### config.mk
export PLATFORM = sky130hd
export DESIGN_NAME = sequence_generator
export DESIGN_NICKNAME = d
export VERILOG_FILES = /design/src/rtl/sequence_generator.sv
export SDC_FILE = /design/constraint.sdc
export NUM_CORES = 1
export LEC_CHECK = 0
export BUFFER_PORTS_ARGS = -buffer_cell sky130_fd_sc_hd__buf_2
export CAP_MARGIN = 30
export CORE_MARGIN = 1
export CORE_UTILIZATION = 62
export CTS_BUF_LIST = sky130_fd_sc_hd__clkbuf_8
export DETAILED_ROUTE_END_ITERATION = 12
export GPL_TIMING_DRIVEN = 1
export HOLD_SLACK_MARGIN = 0.1
export PLACE_DENSITY = 0.87
export SETUP_SLACK_MARGIN = 0.15
export SLEW_MARGIN = 15
export SYNTH_ARGS = -nofsm -noshare
export SYNTH_HDL_FRONTEND = slang
export SYNTH_SLANG_ARGS = --single-unit
### constraint.sdc
create_clock -name clk -period 3.7 [get_ports clk]
set_input_delay 0.37 -clock clk [delete_from_list [all_inputs] [get_ports clk]]
set_output_delay 0.37 -clock clk [all_outputs]
set_load 0.01 [all_outputs]
### src/rtl/sequence_generator.sv
// Serial pattern transmitter: latches an up-to-MAX_LEN-bit pattern on start and
// shifts it out MSB-first on x, repeated repeat_count times or until stopped.
module sequence_generator #(
    parameter int unsigned MAX_LEN = 8,
    parameter int unsigned LEN_W   = 4,
    parameter int unsigned REP_W   = 4
) (
    input  logic               clk,
    input  logic               reset,
    input  logic               start,
    input  logic               stop,
    input  logic [MAX_LEN-1:0] pattern,
    input  logic [LEN_W-1:0]   length,
    input  logic [REP_W-1:0]   repeat_count,
    output logic               x,
    output logic               x_valid,
    output logic               busy,
    output logic               done,
    output logic               err
);

    localparam int unsigned IDX_W = (MAX_LEN > 1) ? $clog2(MAX_LEN) : 1;

    typedef enum logic [1:0] {
        S_IDLE,
        S_SHIFT,
        S_DONE
    } state_t;

    state_t             state_q, state_d;
    logic [MAX_LEN-1:0] pat_q, pat_d;
    logic [IDX_W-1:0]   lidx_q, lidx_d;
    logic [IDX_W-1:0]   idx_q, idx_d;
    logic [REP_W-1:0]   rcnt_q, rcnt_d;
    logic [REP_W-1:0]   rep_q, rep_d;
    logic               x_d, x_valid_d, busy_d, done_d, err_d;
    logic               len_ok;
    logic [IDX_W-1:0]   first_idx;

    // Next-state, counters and next output values; outputs are registered below.
    always_comb begin
        state_d   = state_q;
        pat_d     = pat_q;
        lidx_d    = lidx_q;
        idx_d     = idx_q;
        rcnt_d    = rcnt_q;
        rep_d     = rep_q;
        x_d       = 1'b0;
        x_valid_d = 1'b0;
        busy_d    = 1'b0;
        done_d    = 1'b0;
        err_d     = 1'b0;
        len_ok    = (length != '0) && (length <= LEN_W'(MAX_LEN));
        first_idx = IDX_W'(length - LEN_W'(1));

        unique case (state_q)
            S_IDLE: begin
                if (start) begin
                    if (len_ok) begin
                        state_d   = S_SHIFT;
                        pat_d     = pattern;
                        lidx_d    = first_idx;
                        idx_d     = first_idx;
                        rcnt_d    = repeat_count;
                        rep_d     = REP_W'(1);
                        x_d       = pattern[first_idx];
                        x_valid_d = 1'b1;
                        busy_d    = 1'b1;
                    end else begin
                        err_d = 1'b1;
                    end
                end
            end
            S_SHIFT: begin
                if (stop) begin
                    state_d = S_DONE;
                    done_d  = 1'b1;
                end else if (idx_q != '0) begin
                    idx_d     = idx_q - IDX_W'(1);
                    x_d       = pat_q[idx_d];
                    x_valid_d = 1'b1;
                    busy_d    = 1'b1;
                end else if ((rcnt_q == '0) || (rep_q < rcnt_q)) begin
                    // Wrap to the next repetition with no gap; rep saturates when continuous.
                    idx_d = lidx_q;
                    if (rep_q != '1) begin
                        rep_d = rep_q + REP_W'(1);
                    end
                    x_d       = pat_q[lidx_q];
                    x_valid_d = 1'b1;
                    busy_d    = 1'b1;
                end else begin
                    state_d = S_DONE;
                    done_d  = 1'b1;
                end
            end
            S_DONE: begin
                state_d = S_IDLE;
            end
            default: begin
                state_d = S_IDLE;
            end
        endcase
    end

    // State, latched transmission parameters and registered outputs.
    always_ff @(posedge clk) begin
        if (reset) begin
            state_q <= S_IDLE;
            pat_q   <= '0;
            lidx_q  <= '0;
            idx_q   <= '0;
            rcnt_q  <= '0;
            rep_q   <= '0;
            x       <= 1'b0;
            x_valid <= 1'b0;
            busy    <= 1'b0;
            done    <= 1'b0;
            err     <= 1'b0;
        end else begin
            state_q <= state_d;
            pat_q   <= pat_d;
            lidx_q  <= lidx_d;
            idx_q   <= idx_d;
            rcnt_q  <= rcnt_d;
            rep_q   <= rep_d;
            x       <= x_d;
            x_valid <= x_valid_d;
            busy    <= busy_d;
            done    <= done_d;
            err     <= err_d;
        end
    end

endmodule
======== After elaboration in Yosys (flattened, before gate mapping) ========
Index checks and enable logic that the tools add are counted.
storage, ports and cells
  flip-flop bits (word level) ............. 28
  input port bits ......................... 20
  output and inout bits ................... 5
  logic and storage cells ................. 86
cells by class
  $add $sub $neg .......................... 3
  magnitude comparators ................... 5
  eq/ne operators ......................... 11
  muxes and demuxes ....................... 41
  bitwise operators ....................... 3
  reduce and logical (&&, ||, !) cells .... 13
operators with widths
  operator                                                                      count
  4-bit 2-to-1 mux                                                              6
  1-bit 2-to-1 mux                                                              17
  3-bit 2-to-1 mux                                                              5
  3-bit by 4-bit less-than comparator with 1-bit output, second input constant  3
  2-bit != test, second input constant                                          6
  2-bit 2-to-1 mux                                                              5
  1-bit binary-select mux with 3-bit select                                     3
  3-bit != test, second input constant                                          3
  4-bit one-hot mux with 2 select lines                                         1
  7-bit AND reduction                                                           1
  3-bit one-hot mux with 2 select lines                                         1
  3-bit by 1-bit subtractor with 3-bit output, second input constant            2
  5-bit AND reduction                                                           1
  4-bit by 1-bit adder with 4-bit output, second input constant                 1
  4-bit less-or-equal comparator, second input constant                         1
  4-bit logical NOT                                                             1
  4-bit less-than comparator                                                    1
  4-bit != test, second input constant                                          1
  1-bit one-hot mux with 2 select lines                                         2
  2-bit one-hot mux with 2 select lines                                         1
  4-bit AND reduction                                                           1
  4-bit nonzero test                                                            1
  1-bit NOT                                                                     3
  3-bit AND reduction                                                           1
  8 further kinds                                                               8

======== Logic depth before layout (Yosys ltp) ========
Gate-level depths: netlist of the first run.
  word-level depth ........................ 6
  depth in mapped cells ................... 9
  gate-level depth less buffers ........... 7

======== Worst setup path before layout of the first run ========
OpenSTA, ideal clock, no wires.
  kind .................................... reg2reg
  start point ............................. register idx_q[0]
  end point ............................... register idx_q[0]
  library setup time ...................... 0.086 ns
  arrival ................................. 1.829 ns
  data required time ...................... 3.614 ns
  setup slack ............................. 1.786 ns
  stages on the path, launching flop included .. 9
  path buffers ............................ 1
  clock period less this slack ............ 1.914 ns
  path through ............................ dfxtp_1 inv_1 ha_1 nor2b_1 clkbuf_1 a311o_1 a21o_1 and2_4 a211oi_1
on the way
  word-level cells in the longest chain between the ends .. 4
  elaborated cells between the ends (all ways) .. 7
  those cells by class .................... 1 x add/sub; 1 x eq/ne; 3 x mux; 2 x reduce/logical
ends and longest elaborated chain
  element                                                                            line    source
  start, declared                                                                    33      logic [IDX_W-1:0] idx_q, idx_d;
  start signal, assigned                                                             124     idx_q <= idx_d;
  3-bit by 1-bit subtractor with 3-bit output or 3-bit nonzero test (tied branches)  79, 78
  3-bit 2-to-1 mux                                                                   78      end else if (idx_q != '0) begin
  3-bit 2-to-1 mux                                                                   75      if (stop) begin
  3-bit one-hot mux with 2 select lines                                              56      unique case (state_q)
Parallel ways exist; a longest one is shown, timed or not. The select of a mux whose other input is x is not followed.
A chain may end at the register's enable or synchronous reset.

======== Worst setup path in the final report of the first run ========
  start point ............................. register idx_q[0]
  end point ............................... register rep_q[0]
on the way
  word-level cells in the longest chain between the ends .. 3
ends and longest elaborated chain
  element                               line  source
  3-bit nonzero test                    78
  2-bit != test (no source line)        -
  7-bit AND reduction (no source line)  -
  end signal, assigned                  126   rep_q <= rep_d;
  end, declared                         35    logic [REP_W-1:0] rep_q, rep_d;
Every way passes these cells.

==> summary.md, run 1 <==
| Metric | Value |
|---|---|
| Endpoint kind of the worst setup timing path | flop |
| Initial antenna violation count | 0 |
| Top post-synthesis cells by count | sky130_fd_sc_hd__nand2_1 (29), sky130_fd_sc_hd__dfxtp_1 (28), sky130_fd_sc_hd__a21oi_1 (20) |
| Die boundary width | 51.46 µm |
| Vias in the first global route | 1236 |
| Final worst clock skew | 0.001900 ns |
| Maximum vdd drop | 0.2929 mV |
| Largest area contributor in the netlist | sky130_fd_sc_hd__dfxtp_1 |
| CTS clock-pin slew for the worst setup and hold paths | 0.09 ns |
| Area share of the largest cell type after synthesis | 0.3696 |
| Most frequent cell after synthesis | sky130_fd_sc_hd__nand2_1 |
| Avg WL per Cell | 15.81 µm |
| Crit path setup slack, layout | 1.253 ns |
| Initial standard-cell utilization of the core | 0.6726 |
| Number of synthesized register bits | 28 |
| CTS root buf | sky130_fd_sc_hd__clkbuf_8 |
| Dominant cells by area after synthesis | sky130_fd_sc_hd__dfxtp_1 (37%), sky130_fd_sc_hd__mux4_2 (8.9%), sky130_fd_sc_hd__nand2_1 (7.2%), sky130_fd_sc_hd__a21oi_1 (6.6%), sky130_fd_sc_hd__ha_1 (5.8%) |
| Post-DP Area | 1630 µm² |
| Chip Height | 51.46 µm |
| Number of buffers created by CTS | 3 |
| Fill cell instance count of the final layout | 190 |
| Fmax | 408.7 MHz |
| Final global-route overflow total | 0 |
| Sum of negative setup slack | 0 ns |
| Antenna diodes | 0 |
| Layout Nets | 219 |
| Number of standard-cell rows in the floorplan | 17 |
| Most used DFF post-synth | sky130_fd_sc_hd__dfxtp_1 |
| Area of combinational cells with multiple inputs | 880.8 µm² |
| Fin crit period | 2.447 ns |
| Launching instance or port of the critical path | idx_q[0] |
| Number of nets with antenna violations after detailed routing | 0 |
| Number of remaining DRC errors | 0 |
| Hold WC Path Type | in -> reg |
| Worst Max-Slew Pin Slew | 0.6730 ns |
| Gates resized, CTS repair | 0 |
| RSZ-0062 raised after global routing | no |
| DRT Wirelength | 3462 µm |
| Register area share after synthesis | 0.3696 |
| Number of pins exceeding their max-slew limit in the final report | 0 |
| Gpl congestion | 0.8760 |
| Initial DRC Count | 35 |
| Setup Viol. Count Final | 0 |
| CTS Buffer Depth | 2 |
| Count of cell types in the netlist | 37 |
| Status | finished clean |
| Required time at the endpoint of the critical path | 3.88 ns |
| CP Launch Type | flop |
| Final Hold Vio Count | 0 |
| Standby leakage power | 0.6839 nW |
| Die Footprint | 2648 µm² |
| Summed area of non-filler cells in the final layout | 1685 µm² |
| Clock latency of the later-clocked register in the worst-skew pair | 0.28 ns |
| Synth Area per Inst | 8.766 µm² |
| Power per standard cell area | 405.6 nW/µm² |
| Number of buffers inserted by hold repair at cts | 0 |
| Area growth from synthesis to layout | 11.14% |
| Number of enable-type register cells in the synthesized netlist | 0 |
| Number of violations of the max-capacitance limit | 0 |
| Rel. slew slack | 0.5502 |
| Async set-or-reset flop fraction in the synthesized netlist | 0 |
| Crit share post-route | 0.6613 |
| Fraction of layout instances using a drive strength above 1 | 0.2094 |
| Core region area | 2255 µm² |
| Synthesized netlist net count | 200 |
| Half-perimeter wire length of the detailed placement result | 2469 µm |
| Total routing usage reported by global routing | 0.2909 |
| Maximum number of pins on one net before global-route repair | 30 |
| Setup slack of the most critical reg-to-reg path | 1.25 ns |
| Via-per-instance ratio | 6.210 |
| Yosys warnings | 0 |
| Postcts setup bufs | 0 |
| Worst R2R Start | idx_q[0] |
| First-pass detailed-route iteration total | 4 |
| Maximum fanout along the worst path | 8 |
| Pre-CTS WS | 1.318 ns |
| Startpoint of the most critical hold path | length[0] |
| Global-route wire length before repair | 5644 µm |
| Number of ports placed on the die boundary | 25 |
| I/O Buffers | 24 |
| Combined flip-flop and latch cell area | 560.5 µm² |
| Via count of the routed design | 1360 |
| Kind of critical path | reg -> reg |
| Cells after synthesis | 173 |
| Num Clock Sinks | 28 |
| H-tree level count | 1 |
| TritonCTS clock tree | built |
| Arrival time at the worst endpoint | 2.63 ns |
| Post-synthesis cell area | 1516 µm² |
per-stage QoR:
stage                     std cells    util  hold WS (ns)  total power [mW]
after detailed placement        215  0.7231        0.4661            0.4958
final                           219  0.7475        0.3283            0.6836
after floorplan                 173       -        0.4404            0.4558
after global placement          215  0.7231        0.4616            0.4874
after global routing            219  0.7475        0.3298            0.7112
after CTS                       219  0.7475        0.3270            0.6840
worst paths after layout:
kind                            cells after the start        end
worst max-delay path                                7   rep_q[0]
worst min-delay path                                2  lidx_q[0]
worst max register to register                      7   rep_q[0]
worst min register to register                      2   pat_q[5]
metal layers:
metal  global-route usage  routed length, µm
met1               0.3827               1567
met2               0.4870               1651
met3              0.02976                185
met4               0.1126                 58
met5                    0                  0
flip-flops by register name, summed over array words and instances, names as in the netlist:
| name | cells |
|---|---|
| idx_q | 3 |
| err | 1 |
| rep_q | 4 |
| state_q | 2 |
| x | 1 |
| pat_q | 8 |
| rcnt_q | 4 |
| done | 1 |
| lidx_q | 3 |
| busy | 1 |
critical path: stages (launching register included):
cell                        delay [ns]
sky130_fd_sc_hd__dfxtp_1          0.36
sky130_fd_sc_hd__inv_1            0.15
sky130_fd_sc_hd__ha_1             0.23
sky130_fd_sc_hd__nor2b_1          0.56
sky130_fd_sc_hd__nand4bb_1        0.28
sky130_fd_sc_hd__a311oi_2         0.42
sky130_fd_sc_hd__nor3_1           0.09
sky130_fd_sc_hd__a211oi_1         0.27
report_power, final:
group / total (mW) / internal, mW / switching, mW
clock: 0.191 / 0.0954 / 0.0953
sequential: 0.336 / 0.320 / 0.0163
combinational: 0.156 / 0.0696 / 0.0869
cell families after synthesis:
group | Yosys count | share of synthesized area
AND/OR/NAND/NOR | 64 | 0.2071
flip-flops | 28 | 0.3696
adder cells (fa/ha/maj) | 7 | 0.05775
XOR/XNOR | 3 | 0.01733
multiplexers | 13 | 0.1370
AO/OA/AOI/OAI | 39 | 0.1617
buffers and inverters | 19 | 0.04950
layout by cell type (no fill, tap or decap), types with 2 or more instances in the layout:
cell,netlist,final
sky130_fd_sc_hd__nor3_1,5,5
sky130_fd_sc_hd__inv_1,9,9
sky130_fd_sc_hd__and2_1,2,2
sky130_fd_sc_hd__clkbuf_8,0,4
sky130_fd_sc_hd__ha_1,7,7
sky130_fd_sc_hd__and3_1,2,2
sky130_fd_sc_hd__nand3_1,4,4
sky130_fd_sc_hd__nor2_1,9,9
sky130_fd_sc_hd__mux4_2,6,6
sky130_fd_sc_hd__nand2_1,29,29
sky130_fd_sc_hd__dfxtp_1,28,28
sky130_fd_sc_hd__nor2b_1,3,3
sky130_fd_sc_hd__a21oi_1,20,20
sky130_fd_sc_hd__a31oi_1,2,2
sky130_fd_sc_hd__o21ai_0,4,4
sky130_fd_sc_hd__mux2i_1,5,5
sky130_fd_sc_hd__a211oi_1,6,6
sky130_fd_sc_hd__buf_2,0,24
sky130_fd_sc_hd__nand2b_1,2,2
sky130_fd_sc_hd__mux2_2,2,2
sky130_fd_sc_hd__a311o_1,2,2
sky130_fd_sc_hd__xor2_1,2,2
cell type report:
type / instances / share of cell area
multi-input cells: 126 / 0.5226
clock buffers: 4 / 0.03267
inverters: 9 / 0.02004
well taps: 28 / 0.02079
repair buffers: 24 / 0.07127
flip-flops and latches: 28 / 0.3326
Note: power is estimated with default switching activity, not from simulation.
==> run 2, diff against run 1 <==
CORE_UTILIZATION = 58   (was 62)
PLACE_DENSITY = 0.82   (was 0.87)
clock period = 2.4 ns   (was 3.7 ns; I/O delays follow)
==> run 2 against run 1 <==
  * Sequential share of layout area decreased by 0.22 points
  * Cell count grew 1.4%
  * Clock skew grew 0.00093 ns
  * Global-route usage fell by 1.0 points
  * Wire length shrank 3.1%
  * Die area is 6.6% higher
  * Sequential power is 54% higher
  * Flip-flop and latch count stayed put
  * Hold slack lost 0.12 ns
==> summary.md, run 2 (same netlist as run 1, synthesis figures left out) <==
| Metric | Value |
|---|---|
| Required time at the endpoint of the critical path | 2.59 ns (-1.29 ns) |
| Maximum fanout along the worst path | 8 (unchanged) |
| Number of remaining DRC errors | 0 (unchanged) |
| Core region area | 2477 µm² (+9.9%) |
| Chip Height | 53.13 µm (+3.3%) |
| Met3 routed WL | 227 µm (+23%) |
| Layout Nets | 221 (+0.91%) |
| Number of nets with antenna violations after detailed routing | 0 (unchanged) |
| Avg WL per Cell | 15.10 µm (-4.5%) |
| Arrival time at the worst endpoint | 2.25 ns (-0.38 ns) |
| Hold WC Path Type | in -> reg |
| Initial standard-cell utilization of the core | 0.6121 (-0.06046) |
| Leading cell types in the layout, fill and taps excluded | sky130_fd_sc_hd__nand2_1 (29), sky130_fd_sc_hd__dfxtp_1 (28), sky130_fd_sc_hd__buf_2 (24) |
| Initial antenna violation count | 0 (unchanged) |
| Sum of negative setup slack | 0 ns (unchanged) |
| DRT Wirelength | 3353 µm (-3.1%) |
| Endpoint kind of the worst setup timing path | flop |
| Gpl congestion | 0.9524 (+8.7%) |
| Antenna diodes | 0 (unchanged) |
| Power per standard cell area | 596.5 nW/µm² (+47%) |
| RSZ-0062 raised after global routing | no |
| Total routing usage reported by global routing | 0.2809 (-0.01004) |
| Crit share post-route | 0.8623 (+0.2009) |
| Met2 Wirelength | 1595 µm (-3.4%) |
| Max stage delay cell, worst path | sky130_fd_sc_hd__a311oi_2 |
| Number of buffers and inverters on the critical path | 1 (unchanged) |
| Fmax | 483.2 MHz (+18%) |
| Cells along the critical path | inv_1, ha_1, nor2b_4, nand4bb_1, a311oi_2, nand3b_1, a31oi_1 |
| Postcts setup bufs | 0 (unchanged) |
| Vias in the first global route | 1212 (-1.9%) |
| Global-route wire length before repair | 5678 µm (+0.60%) |
| Die Footprint | 2823 µm² (+6.6%) |
| H-tree level count | 1 (unchanged) |
| Number of pins exceeding their max-slew limit in the final report | 0 (unchanged) |
| Rel. slew slack | 0.6158 (+0.06560) |
| Num Clock Sinks | 28 (unchanged) |
| Setup Viol. Count Final | 0 (unchanged) |
| Uppermost layer routed | met4 |
| Fin crit period | 2.069 ns (-0.3776 ns) |
| CP Launch Type | flop |
| Initial DRC Count | 39 (+11%) |
| Clock latency of the later-clocked register in the worst-skew pair | 0.27 ns (about the same) |
| Via count of the routed design | 1362 (+0.15%) |
| CTS clock-pin slew for the worst setup and hold paths | 0.09 ns (about the same) |
| Launching instance or port of the critical path | idx_q[0] |
| Fraction of layout instances using a drive strength above 1 | 0.2188 (+0.009326) |
| Largest registers | pat_q (8), rcnt_q (4), rep_q (4) |
| Total power draw | 1.012 mW (+48%) |
| Area growth from synthesis to layout | 11.88% |
| Largest incremental delay on the critical path | 0.41 ns (-0.15 ns) |
| Half-perimeter wire length of the detailed placement result | 2441 µm (-1.1%) |
| R2R depth | 7 (unchanged) |
| Register bank with the most flops | pat_q |
| Die boundary width | 53.13 µm (+3.3%) |
| TritonCTS clock tree | built |
| Most common cell after layout, fill and taps aside | sky130_fd_sc_hd__nand2_1 |
| Number of ports placed on the die boundary | 25 (unchanged) |
| Endpoint of the most critical register-to-register path | rep_q[2] |
| CP top delay family | compound AO/OA/AOI/OAI gates |
| Status | finished clean |
| Number of standard-cell rows in the floorplan | 18 (+1) |
| Maximum number of pins on one net before global-route repair | 30 (unchanged) |
| First-pass detailed-route iteration total | 6 (+2) |
| CTS root buf | sky130_fd_sc_hd__clkbuf_8 |
| Final Hold Vio Count | 0 (unchanged) |
| I/O Buffers | 24 (unchanged) |
| Final global-route overflow total | 0 (unchanged) |
| Number of buffers created by CTS | 3 (unchanged) |
| Via-per-instance ratio | 6.135 (-1.2%) |
| CP Capture Point | rep_q[2] |
| Maximum vdd drop | 0.4283 mV (+46%) |
| Setup slack of the most critical reg-to-reg path | 0.33 ns (-0.92 ns) |
| Standby leakage power | 0.6940 nW (+1.5%) |
| Number of violations of the max-capacitance limit | 0 (unchanged) |
| Length of routed wiring on met1 | 1478 µm (-5.7%) |
| Levels on crit path | 7 (unchanged) |
| Worst Max-Slew Pin Slew | 0.5703 ns (-0.1028 ns) |
| Kind of critical path | reg -> reg |
| Final worst clock skew | 0.002830 ns (+0.0009303 ns) |
| Flip-flop count of the largest register, all copies and words added | 8 (unchanged) |
| CTS Buffer Depth | 2 (unchanged) |
| Worst R2R Start | idx_q[0] |
run 2: layer usage:
metal  GRT usage  up-vias
li1            -      653
met1      0.3929      636
met2      0.4346       64
met3     0.04885        9
met4     0.09211        0
met5           0        -
run 2: power breakdown:
group	internal (mW)	leakage, nW	switching, mW
logic	0.114	0.444	0.131
clock network	0.113	0.0216	0.135
registers	0.493	0.229	0.0257
total	0.720	0.694	0.292
run 2: stage by stage:
step / utilization / cell area, µm² / instances / hold WS, ns / setup slack [ns]
global route: 0.6848 / 1697 / 222 / 0.2043 / 0.2546
CTS: 0.6828 / 1692 / 222 / 0.1976 / 0.2979
finish: 0.6848 / 1697 / 222 / 0.2033 / 0.3306
floorplan: - / 1516 / 173 / 0.3357 / 0.4860
global placement: 0.6652 / 1648 / 219 / 0.4596 / 0.4079
detailed placement: 0.6652 / 1648 / 219 / 0.4678 / 0.1597
run 2: area by class of cell:
| type | count | area, µm² |
|---|---|---|
| inverters | 9 | 33.78 |
| fillers | 204 | 780.7 |
| clock buffers | 3 | 41.29 |
| repair buffers | 26 | 135.1 |
| well taps | 30 | 37.54 |
| multi-input cells | 126 | 888.4 |
| flip-flops and latches | 28 | 560.5 |
run 2: how the worst min path moves through the flow:
stage,start,cells after the start,to
floorplan,length[0],1,lidx_q[0]
global placement,pat_q[0],2,pat_q[0]
detailed placement,pat_q[2],2,pat_q[2]
CTS,repeat_count[2],3,rcnt_q[2]
global route,pattern[2],3,pat_q[2]
finish,repeat_count[2],3,rcnt_q[2]
run 2: tightest hold or removal path: stages:
cell and delay (ns):
sky130_fd_sc_hd__buf_2 0.10, sky130_fd_sc_hd__nand2_1 0.05, sky130_fd_sc_hd__a21oi_1 0.05
run 2: what timing repair did:
action                     CTS  global route
setup endpoints to repair    1             1
hold buffers                 0             0
resized for setup            1             1
